**config.mk**
```make
export PLATFORM = sky130hd
export DESIGN_NAME = param_sort_unit_flat
export DESIGN_NICKNAME = d
export VERILOG_FILES = /design/src/rtl/param_sort_unit_if.sv /design/src/rtl/param_sort_unit.sv /design/src/flat_wrapper.sv
export SDC_FILE = /design/constraint.sdc
export NUM_CORES = 1
export LEC_CHECK = 0
export BUFFER_PORTS_ARGS = -buffer_cell sky130_fd_sc_hd__buf_2
export CAP_MARGIN = 20
export CORE_ASPECT_RATIO = 0.5
export CORE_MARGIN = 10
export CORE_UTILIZATION = 28
export CTS_CLUSTER_SIZE = 12
export DETAILED_ROUTE_END_ITERATION = 8
export HOLD_SLACK_MARGIN = 0.08
export PLACE_DENSITY_LB_ADDON = 0.1
export SYNTH_ARGS = -nofsm -noshare
export SYNTH_HDL_FRONTEND = slang
export SYNTH_SLANG_ARGS = --single-unit
```
**constraint.sdc**
```tcl
create_clock -name CLK -period 2.4 [get_ports CLK]
set_input_delay 0.24 -clock CLK [delete_from_list [all_inputs] [get_ports CLK]]
set_output_delay 0.24 -clock CLK [all_outputs]
set_load 0.02 [all_outputs]
```
**src/rtl/param_sort_unit_if.sv**
```systemverilog
// Handshake and data bundle for param_sort_unit.
// The master side issues sort requests; the slave side is the sorter.
// BITWIDTH and NUM must match the parameters of the attached sorter.
interface param_sort_unit_if #(
  parameter int BITWIDTH = 8,
  parameter int NUM      = 9
);
  logic                    start_i;
  logic                    desc_i;
  logic [NUM*BITWIDTH-1:0] in_data_i;
  logic [NUM*BITWIDTH-1:0] out_data_o;
  logic [BITWIDTH-1:0]     median_o;
  logic                    busy_o;
  logic                    valid_o;

  modport master (
    output start_i, desc_i, in_data_i,
    input  out_data_o, median_o, busy_o, valid_o
  );

  modport slave (
    input  start_i, desc_i, in_data_i,
    output out_data_o, median_o, busy_o, valid_o
  );
endinterface

```
**src/rtl/param_sort_unit.sv**
```systemverilog
// param_sort_unit: N-element odd-even transposition sorter.
// Loads a packed vector on an accepted start, runs one compare-exchange
// phase per clock for up to NUM phases, then pulses valid_o for one cycle.
// Optional feature macro: SORT_EARLY_EXIT_EN -- finish as soon as two
// consecutive phases perform no swap (minimum start-to-valid of 3 cycles).
module param_sort_unit #(
  parameter int BITWIDTH = 8,
  parameter int NUM      = 9
) (
  input  logic              CLK,
  input  logic              RST,
  param_sort_unit_if.slave  bus
);

  localparam int PW = $clog2(NUM + 1);
  localparam logic [PW-1:0] LAST_PHASE = PW'(NUM - 1);

  typedef enum logic [1:0] {S_IDLE, S_SORT, S_DONE} state_e;

  state_e              state_q, state_d;
  logic [PW-1:0]       phase_q, phase_d;
  logic                desc_q,  desc_d;
  logic [BITWIDTH-1:0] elem_q [NUM];
  logic [BITWIDTH-1:0] elem_d [NUM];

  // swap_w[i] is set when pair (i, i+1) belongs to the current phase and is out of order
  logic [NUM-2:0]      swap_w;

`ifdef SORT_EARLY_EXIT_EN
  // clean_q: the previous phase of this sort performed no swap
  logic                clean_q, clean_d;
  logic                any_swap;
  assign any_swap = |swap_w;
`endif

  genvar gi;

  // One comparator per adjacent pair; even pairs fire on even phases, odd on odd.
  // Equal elements never swap, so the sort is stable with respect to position.
  generate
    for (gi = 0; gi < NUM - 1; gi++) begin : g_pair
      localparam logic PAR = logic'(gi % 2);
      logic lo_gt_hi;
      logic lo_lt_hi;
      assign lo_gt_hi = elem_q[gi] > elem_q[gi+1];
      assign lo_lt_hi = elem_q[gi] < elem_q[gi+1];
      assign swap_w[gi] = (phase_q[0] == PAR) && (desc_q ? lo_lt_hi : lo_gt_hi);
    end
  endgenerate

  // Outputs come straight from registers, so no input reaches an output combinationally
  generate
    for (gi = 0; gi < NUM; gi++) begin : g_out
      assign bus.out_data_o[gi*BITWIDTH +: BITWIDTH] = elem_q[gi];
    end
  endgenerate

  assign bus.median_o = elem_q[NUM/2];
  assign bus.busy_o   = (state_q == S_SORT);
  assign bus.valid_o  = (state_q == S_DONE);

  // Next-state logic: load on accepted start, apply one phase per SORT cycle
  always_comb begin
    state_d = state_q;
    phase_d = phase_q;
    desc_d  = desc_q;
    for (int k = 0; k < NUM; k++) elem_d[k] = elem_q[k];
`ifdef SORT_EARLY_EXIT_EN
    clean_d = clean_q;
`endif

    unique case (state_q)
      S_IDLE, S_DONE: begin
        if (bus.start_i) begin
          state_d = S_SORT;
          phase_d = '0;
          desc_d  = bus.desc_i;
          for (int k = 0; k < NUM; k++) elem_d[k] = bus.in_data_i[k*BITWIDTH +: BITWIDTH];
`ifdef SORT_EARLY_EXIT_EN
          clean_d = 1'b0;
`endif
        end else begin
          state_d = S_IDLE;
        end
      end
      S_SORT: begin
        // Active pairs never overlap within a phase, so at most one of the two
        // neighbouring swaps can move any given element.
        for (int k = 0; k < NUM; k++) begin
          if (k > 0 && swap_w[k-1]) elem_d[k] = elem_q[k-1];
          if (k < NUM - 1 && swap_w[k]) elem_d[k] = elem_q[k+1];
        end
        phase_d = phase_q + PW'(1);
`ifdef SORT_EARLY_EXIT_EN
        clean_d = ~any_swap;
        if (phase_q == LAST_PHASE || (clean_q && !any_swap)) state_d = S_DONE;
`else
        if (phase_q == LAST_PHASE) state_d = S_DONE;
`endif
      end
      default: state_d = S_IDLE;
    endcase
  end

  // State, phase counter, direction and element registers with synchronous reset
  always_ff @(posedge CLK) begin
    if (RST) begin
      state_q <= S_IDLE;
      phase_q <= '0;
      desc_q  <= 1'b0;
      for (int k = 0; k < NUM; k++) elem_q[k] <= '0;
`ifdef SORT_EARLY_EXIT_EN
      clean_q <= 1'b0;
`endif
    end else begin
      state_q <= state_d;
      phase_q <= phase_d;
      desc_q  <= desc_d;
      for (int k = 0; k < NUM; k++) elem_q[k] <= elem_d[k];
`ifdef SORT_EARLY_EXIT_EN
      clean_q <= clean_d;
`endif
    end
  end

endmodule
```
**src/flat_wrapper.sv**
```systemverilog
// flat-port wrapper written by rule: the top's interface ports become plain ports
module param_sort_unit_flat 
#(
  parameter int BITWIDTH = 8,
  parameter int NUM      = 9
)
  (CLK, RST, bus_start_i, bus_desc_i, bus_in_data_i, bus_out_data_o, bus_median_o, bus_busy_o, bus_valid_o);
  param_sort_unit_if #(.BITWIDTH(BITWIDTH), .NUM(NUM)) bus_i ();
  input  logic CLK;
  input  logic RST;
  input wire logic [$bits(bus_i.start_i)-1:0] bus_start_i;
  input wire logic [$bits(bus_i.desc_i)-1:0] bus_desc_i;
  input wire logic [$bits(bus_i.in_data_i)-1:0] bus_in_data_i;
  output wire logic [$bits(bus_i.out_data_o)-1:0] bus_out_data_o;
  output wire logic [$bits(bus_i.median_o)-1:0] bus_median_o;
  output wire logic [$bits(bus_i.busy_o)-1:0] bus_busy_o;
  output wire logic [$bits(bus_i.valid_o)-1:0] bus_valid_o;
  assign bus_i.start_i = bus_start_i;
  assign bus_i.desc_i = bus_desc_i;
  assign bus_i.in_data_i = bus_in_data_i;
  assign bus_out_data_o = bus_i.out_data_o;
  assign bus_median_o = bus_i.median_o;
  assign bus_busy_o = bus_i.busy_o;
  assign bus_valid_o = bus_i.valid_o;
  param_sort_unit #(.BITWIDTH(BITWIDTH), .NUM(NUM)) u_core (.CLK(CLK), .RST(RST), .bus(bus_i));
endmodule
```
==> out/results.ini, run 1 <==
[final_layout]
final_nets=1162
post-route-cell-area_sq_um=9720
area_growth_syn_to_layout_pct=57.5
fill_cells=2217
antenna_cells=0
drive_above_1_share=0.499

[cts]
cts_tree=done
clock-sinks=79
cts_max_level=3
cts_buffers=9
path_clk_slew_ps=60
clk-insertion-delay-late_ps=350
cts_root_buf=clkbuf_16
max-clock-path-buffers=2

[grt]
antenna_found_initial=0
grt_overflow_total=0
grt_pass1_wl_mm=39.9
grtUsageTotal=0.173
grt_max_degree=60
grt_pass1_vias=6880

[critical_path]
crit_fanout=8
cp.depth=8
worst_ep_arrival_time_ps=2690
path_cells=ha_4, a21o_1, a21oi_4, nor3_2, or4b_4, o31a_1, buf_12, a22o_1
endpoint_kind=register
cp_slowest_stage_delay_ps=640
cp.required_ps=2640
timing.critical_path.max_delay_family=compound AO/OA/AOI/OAI gates
r2r.worst_path.cells=8
crit_buf_inv=1
critPathLaunchType=register
slowest_stage=or4b_4
worstSetupPathType=register to register

[sta]
slew_headroom=0.568
fin_crit_ps=2450
skew_ps=10.0
hold_ws_ps=154
finalSetupViolCount=17
hold_violations=0
post-route-period-util=1.02
tightest_slew_ps=648
grt_setup_unrepaired=true
setup_ws_ps=-46.4
finalMaxSlewViolations=0
clock.fmax_mhz=409

[placed_design]
dp_hpwl_mm=20.5
routabilityCongestion=0.834
port_buffers=157
place_area_sq_um=8400

[synth]
yosysTopAreaCellShare=0.256
syn_nets=880
ys_ff_latch=79
synth_edf_count=0
synth_area_leaders=dfxtp_1 26%, ha_1 13%, mux2i_1 5.7%
yosys.cell_types.count=66
yosysTopAreaCell=dfxtp_1
synth_cells=738
async_flop_share=0
synth_ff_type=dfxtp_1
synth-seq-area-share=0.256
synth_warnings=0
synth.most_common_cell=dfxtp_1
syn_area_per_cell_sq_um=8.36
syn_area_sq_um=6170
synth_common_cells=79 x dfxtp_1, 69 x nor2_1, 67 x inv_1

[die]
dieArea_sq_um=28700
io-pin-count=158
die_x_um=230
fp-row-count=38
start_util=0.285
die_h_um=125
core_area_sq_um=21700

[pwr]
vdd_ir_drop_max_uv=271
p_sw_frac=0.423
p_leak_nw=4.23
p_sw_mw=3.52
p_per_area_nw_per_um2=857
pwr-share-seq=0.212
clockPowerShare=0.182
intPower_mw=4.80
power_mw=8.33
combPwrFrac=0.606

[drt]
drc=0
wl_mm=26.2
vias_per_cell=5.10
drtPass1Iterations=4
routedWlPerCell_um=19.7
drt.antenna.violating_nets=0
num_vias=6755
drt_iter0_markers=377

[flow_run]
cap_violations=0

[hold_path]
hold_path.class=input port to register
whs_path_depth=3

[status]
status=finished with violations
violations=negative setup slack

flip-flops by register name, indices dropped and copies added, names as in the netlist:
name and count:
u_core.phase_q 4, u_core.elem_q 72, u_core.desc_q 1, u_core.state_q 2
placed cells by master (no fill, tap or decap), types with 5 or more instances in the layout:
| cell | instances |
|---|---|
| buf_2 | 157 |
| buf_4 | 139 |
| nor2_1 | 66 |
| inv_1 | 54 |
| nand2_1 | 46 |
| ha_1 | 44 |
| dfxtp_1 | 36 |
| mux2i_1 | 31 |
| nand2b_1 | 29 |
| ha_4 | 22 |
| dfxtp_4 | 22 |
| dfxtp_2 | 21 |
| nand4_1 | 20 |
| a21oi_1 | 16 |
| o32ai_2 | 16 |
| a22o_1 | 16 |
| buf_6 | 14 |
| nand3_1 | 13 |
| inv_2 | 12 |
| a21oi_2 | 11 |
| clkbuf_16 | 11 |
| o21ai_0 | 10 |
| o21ai_1 | 9 |
| a311o_1 | 9 |
| buf_12 | 9 |
| nor2b_1 | 8 |
| o22ai_1 | 8 |
| a32o_1 | 8 |
| a2111oi_2 | 8 |
| a211o_1 | 8 |
| nor3_1 | 7 |
| o221ai_1 | 7 |
| nor4_1 | 6 |
| a221oi_1 | 6 |
| o32ai_1 | 6 |
| a311oi_1 | 6 |
| o211ai_1 | 5 |
| a21o_1 | 5 |
| o311ai_0 | 5 |
| o2bb2ai_1 | 5 |
tightest hold or removal path: stages:
cell     delay, ps
buf_2           80
mux2i_1         60
nor2_1          80
stage by stage:
stage	TNS, ps	setup slack [ps]	utilization	cells
finish	-314	-46.4	0.448	1325
detailed placement	-4650	-211	0.388	1284
global route	-2970	-137	0.448	1325
CTS	-215	-43.2	0.415	1305
floorplan	-864	-50.0	-	738
global placement	-2200	-142	0.388	1284
routing by layer:
metal	global-route usage	wire length, um	vias to the layer above
met5	0	0	-
met4	0.0312	229	0
met3	0.0321	1010	12
met2	0.283	12100	124
met1	0.236	12800	3265
li1	-	-	3354
final cells by class:
class / instances / area, sq um / area share
repair buffers: 321 / 2210 / 0.227
clock buffers: 14 / 285 / 0.0293
inverters: 68 / 260 / 0.0268
flip-flops and latches: 79 / 1690 / 0.174
multi-input cells: 541 / 4870 / 0.501
clock inverters: 2 / 35.0 / 0.00360
well taps: 300 / 375 / 0.0386
final timing paths:
path / slack, ps / to / from
hold reg to reg: 500 / u_core.phase_q[2]$_SDFFE_PP0P_ / u_core.phase_q[2]$_SDFFE_PP0P_
setup / recovery: -50 / u_core.elem_q[5][6]$_SDFFE_PP0P_ / u_core.elem_q[5][6]$_SDFFE_PP0P_
hold / removal: 150 / u_core.desc_q$_SDFFE_PP0P_ / bus_desc_i
setup reg to reg: -50 / u_core.elem_q[5][6]$_SDFFE_PP0P_ / u_core.elem_q[5][6]$_SDFFE_PP0P_
logic make-up (layout without fill, tap and decap cells):
group	count (synthesis)	in the layout	share of synthesized area
buffers and inverters	119	405	0.0825
AND/OR/NAND/NOR	228	229	0.182
multiplexers	37	37	0.0608
flip-flops	79	79	0.256
adder cells (fa/ha/maj)	66	66	0.134
AO/OA/AOI/OAI	209	209	0.284
power groups by stage:
stage / registers [mW] / logic (mW) / clock network, mW
2_1_floorplan: 2.00 / 2.24 / 0
3_3_place_gp: 1.76 / 4.10 / 0
3_5_place_dp: 1.76 / 4.13 / 0
4_1_cts: 1.74 / 4.39 / 1.57
5_1_grt: 1.80 / 5.46 / 1.60
6_report: 1.77 / 5.05 / 1.51
what timing repair did:
item	4_1_cts	5_1_grt
pin swaps	8	55
cloned	0	2
hold buffers	0	0
gates resized for setup	44	117
buffers inserted	5	18
setup endpoints to repair	58	67
Power figures use the tool's default switching activity.
==> run 2, diff against run 1 <==
--- a/config.mk
+++ b/config.mk
@@ -5,10 +5,11 @@
 export SDC_FILE = /design/constraint.sdc
 export NUM_CORES = 1
 export LEC_CHECK = 0
+export ABC_AREA = 1
 export BUFFER_PORTS_ARGS = -buffer_cell sky130_fd_sc_hd__buf_2
 export CAP_MARGIN = 20
 export CORE_ASPECT_RATIO = 0.5
-export CORE_MARGIN = 10
+export CORE_MARGIN = 5
 export CORE_UTILIZATION = 28
 export CTS_CLUSTER_SIZE = 12
 export DETAILED_ROUTE_END_ITERATION = 8
==> run 2 against run 1 <==
The flow now finishes without violations. Combinational power is 27% lower. Maximum frequency is 11% higher. Worst setup slack better by 250 ps. First-iteration DRC count is 2.7% higher. Critical path depth is 4 higher. Die area is 1.5% lower. Global-route usage is 1.1 points higher. Via count is 9.7% higher. Cell count is 25% higher. Clock-buffer cell count is 2 lower. Critical path type unchanged.
==> out/results.ini, run 2 <==
[status]
status=completed

[sta]
skew_ps=6.61  ; -3.42 ps
hold_violations=0  ; unchanged
finalMaxSlewViolations=0  ; unchanged
slew_headroom=0.685  ; +0.117
tightest_slew_ps=472  ; -176 ps
fin_crit_ps=2200  ; -249 ps
hold_ws_ps=161  ; +6.87 ps
clock.fmax_mhz=455  ; +11%
post-route-period-util=0.916  ; -0.104
finalSetupViolCount=0  ; -17

[critical_path]
cp_slowest_stage_delay_ps=440  ; -200 ps
critPathLaunchType=register
crit_fanout=7  ; -1
cp.required_ps=2670  ; +30 ps
slowest_stage=dfxtp_1
worstSetupPathType=register to register
r2r_end=u_core.elem_q[6][5]$_SDFFE_PP0P_
path_cells=inv_1, ha_1, nand2_1, nor2_1, nand2_1, nand3_1, nand3_4, nand3_4, buf_4, nand3_1, nor2_1, nor2_1
crit_top_cell=nor2_1
worst_ep_arrival_time_ps=2470  ; -220 ps
endpoint_kind=register
r2r_start=u_core.elem_q[6][7]$_SDFFE_PP0P_
regToRegSetupSlack_ps=200  ; +250 ps
r2r.worst_path.cells=12  ; +4

[drt]
drt.antenna.violating_nets=0  ; unchanged
vias_per_cell=4.49  ; -12%
drt_iter0_markers=387  ; +2.7%
wl_mm=25.9  ; -0.94%
drc=0  ; unchanged
routedWlPerCell_um=15.7  ; -21%
drtPass1Iterations=5  ; +1
num_vias=7410  ; +9.7%

[grt]
grt_max_degree=72  ; +20%
grt_pass1_vias=7174  ; +4.3%
antenna_found_initial=0  ; unchanged
grt_pass1_wl_mm=40.3  ; +0.92%
grtUsageTotal=0.184  ; +0.0108
grt_overflow_total=0  ; unchanged

[final_layout]
layout_common_cells=409 x nand2_1, 217 x nor2_1, 157 x buf_2, 100 x inv_1, 85 x nand3_1
drive_above_1_share=0.226  ; -0.272
seq_area_sq_um=1590  ; -6.1%
final_cells=1652  ; +25%
largest_register_ffs=72  ; unchanged
fill_cells=2764  ; +25%
multi_input_area_sq_um=4590  ; -5.7%
final_nets=1453  ; +25%
postLayoutCoreUtil=0.351  ; -0.0969
post-route-cell-area_sq_um=8510  ; -12%
reg.largest.list=u_core.elem_q x72, u_core.phase_q x4, u_core.state_q x2
regMostFlops=u_core.elem_q
area_growth_syn_to_layout_pct=22.3
final_common_cell=nand2_1
antenna_cells=0  ; unchanged

[cts]
cts_tree=done
path_clk_slew_ps=70  ; about the same
cts_root_buf=clkbuf_16
clock-sinks=79  ; unchanged
cts_max_level=3  ; unchanged
clk-insertion-delay-late_ps=370  ; +20 ps
cts_buffers=9  ; unchanged
max-clock-path-buffers=2  ; unchanged

[synth]
yosys.area_share.xor_xnor=0  ; unchanged
yosys.cell_types.count=32  ; -52%
ys_ff_latch=79  ; unchanged
synth_edf_count=0  ; unchanged
synth-seq-area-share=0.227  ; -0.0291
syn_area_per_cell_sq_um=6.09  ; -27%
synth_top_family_by_area=simple AND/OR/NAND/NOR gates
synth_compound_area_frac=0.0444  ; -0.240
synthMuxAreaShare=0  ; -0.0608
synth_ff_type=dfxtp_1
synth-adder-area-share=0.119  ; -0.0152
synth_common_cells=409 x nand2_1, 217 x nor2_1, 101 x inv_1
synth.most_common_cell=nand2_1
syn_nets=1285  ; +46%
yosysTopAreaCellShare=0.227  ; -0.0291
yosys.area_share.simple=0.494  ; +0.312
yosysTopAreaCell=dfxtp_1
async_flop_share=0  ; unchanged
syn_area_sq_um=6960  ; +13%
synth_area_leaders=dfxtp_1 23%, nand2_1 22%, ha_1 12%
synth_warnings=0  ; unchanged
synth_cells=1143  ; +55%

[placed_design]
routabilityCongestion=0.827  ; -0.91%
port_buffers=157  ; unchanged
dp_cells=1631  ; +27%
dp_hpwl_mm=20.6  ; +0.31%
place_area_sq_um=8180  ; -2.7%

[hold_path]
hold_path_end=u_core.desc_q$_SDFFE_PP0P_
worstHoldStart=bus_desc_i
hold_path.class=input port to register
whs_path_depth=3  ; unchanged

[die]
die_h_um=121  ; -2.8%
fp-row-count=40  ; +5.3%
start_util=0.287  ; +0.00277
die_x_um=233  ; +1.3%
io-pin-count=158  ; unchanged
dieArea_sq_um=28300  ; -1.5%
core_area_sq_um=24200  ; +12%

[pwr]
vdd_ir_drop_max_uv=280  ; +3.2%
p_leak_nw=4.95  ; +17%
p_per_area_nw_per_um2=802  ; -6.3%

[flow_run]
cap_violations=0  ; unchanged

==> run 2: cell types whose count changed in the layout (fill, tap and decap cells not counted), sizes merged, moves of 24 or more <==
cell,previous run,this run
o32ai,24,0
inv,68,114
buf,320,207
nand2,49,427
mux2i,36,0
nand3,16,103
nor2,71,233
nand2b,30,0
==> run 2: area by class of cell <==
class | instances | area share
Sequential cell | 79 | 0.187
Timing Repair Buffer | 207 | 0.141
Tap cell | 336 | 0.0494
Multi-Input combinational cell | 899 | 0.539
Clock inverter | 4 | 0.00235
Clock buffer | 12 | 0.0301
Inverter | 115 | 0.0514
==> run 2: per-stage QoR <==
stage	power, mW	TNS, ps	setup slack (ps)
2_1_floorplan	4.38	0	407
3_3_place_gp	5.44	0	111
3_5_place_dp	5.47	0	71.9
4_1_cts	6.91	0	54.0
5_1_grt	7.48	-1.75	-1.75
6_report	6.83	0	202
==> run 2: report_power, final <==
| part | switching, mW | internal (mW) |
|---|---|---|
| clock | 0.634 | 0.751 |
| sequential | 0.228 | 1.52 |
| combinational | 2.41 | 1.29 |
==> run 2: worst max-delay path, delay by kind of cell, from the launching register on <==
kind / cells / cell delay, ps
and+or+nand+nor: 9 / 1070
DFF: 1 / 440
adders and majority gates: 1 / 300
buffers and inverters: 2 / 280
==> run 2: kinds of logic (layout without fill, tap and decap cells) <==
kind of cell / after synthesis / in the layout
simple gates: 781 / 781
fa+ha+maj: 66 / 66
buf+inv: 165 / 338
compound gates: 52 / 52
flops: 79 / 79
==> run 2: repair_timing <==
action,in CTS,in global routing
gates resized for setup,0,8
hold buffers,0,0
setup endpoints to repair,0,30
buffers inserted,0,5
==> run 2: worst max path at each step <==
stage                                           startpoint                          endpoint  slack [ps]  depth (start not counted)
final                     u_core.elem_q[6][7]$_SDFFE_PP0P_  u_core.elem_q[6][5]$_SDFFE_PP0P_         200                         12
after CTS                 u_core.elem_q[4][7]$_SDFFE_PP0P_  u_core.elem_q[4][2]$_SDFFE_PP0P_          50                         11
after detailed placement  u_core.elem_q[4][7]$_SDFFE_PP0P_  u_core.elem_q[4][2]$_SDFFE_PP0P_          70                         11
after global placement    u_core.elem_q[4][7]$_SDFFE_PP0P_  u_core.elem_q[4][1]$_SDFFE_PP0P_         110                         11
after floorplan           u_core.elem_q[2][7]$_SDFFE_PP0P_  u_core.elem_q[2][0]$_SDFFE_PP0P_         410                         11
after global routing      u_core.elem_q[4][7]$_SDFFE_PP0P_  u_core.elem_q[4][5]$_SDFFE_PP0P_          -2                         13
==> run 2: routing by layer <==
metal / part of all wire / GRT usage / wire [um]
met1: 0.49 / 0.250 / 12700
met2: 0.45 / 0.299 / 11700
met3: 0.043 / 0.0419 / 1120
met4: 0.014 / 0.0398 / 366
met5: 0 / 0 / 0
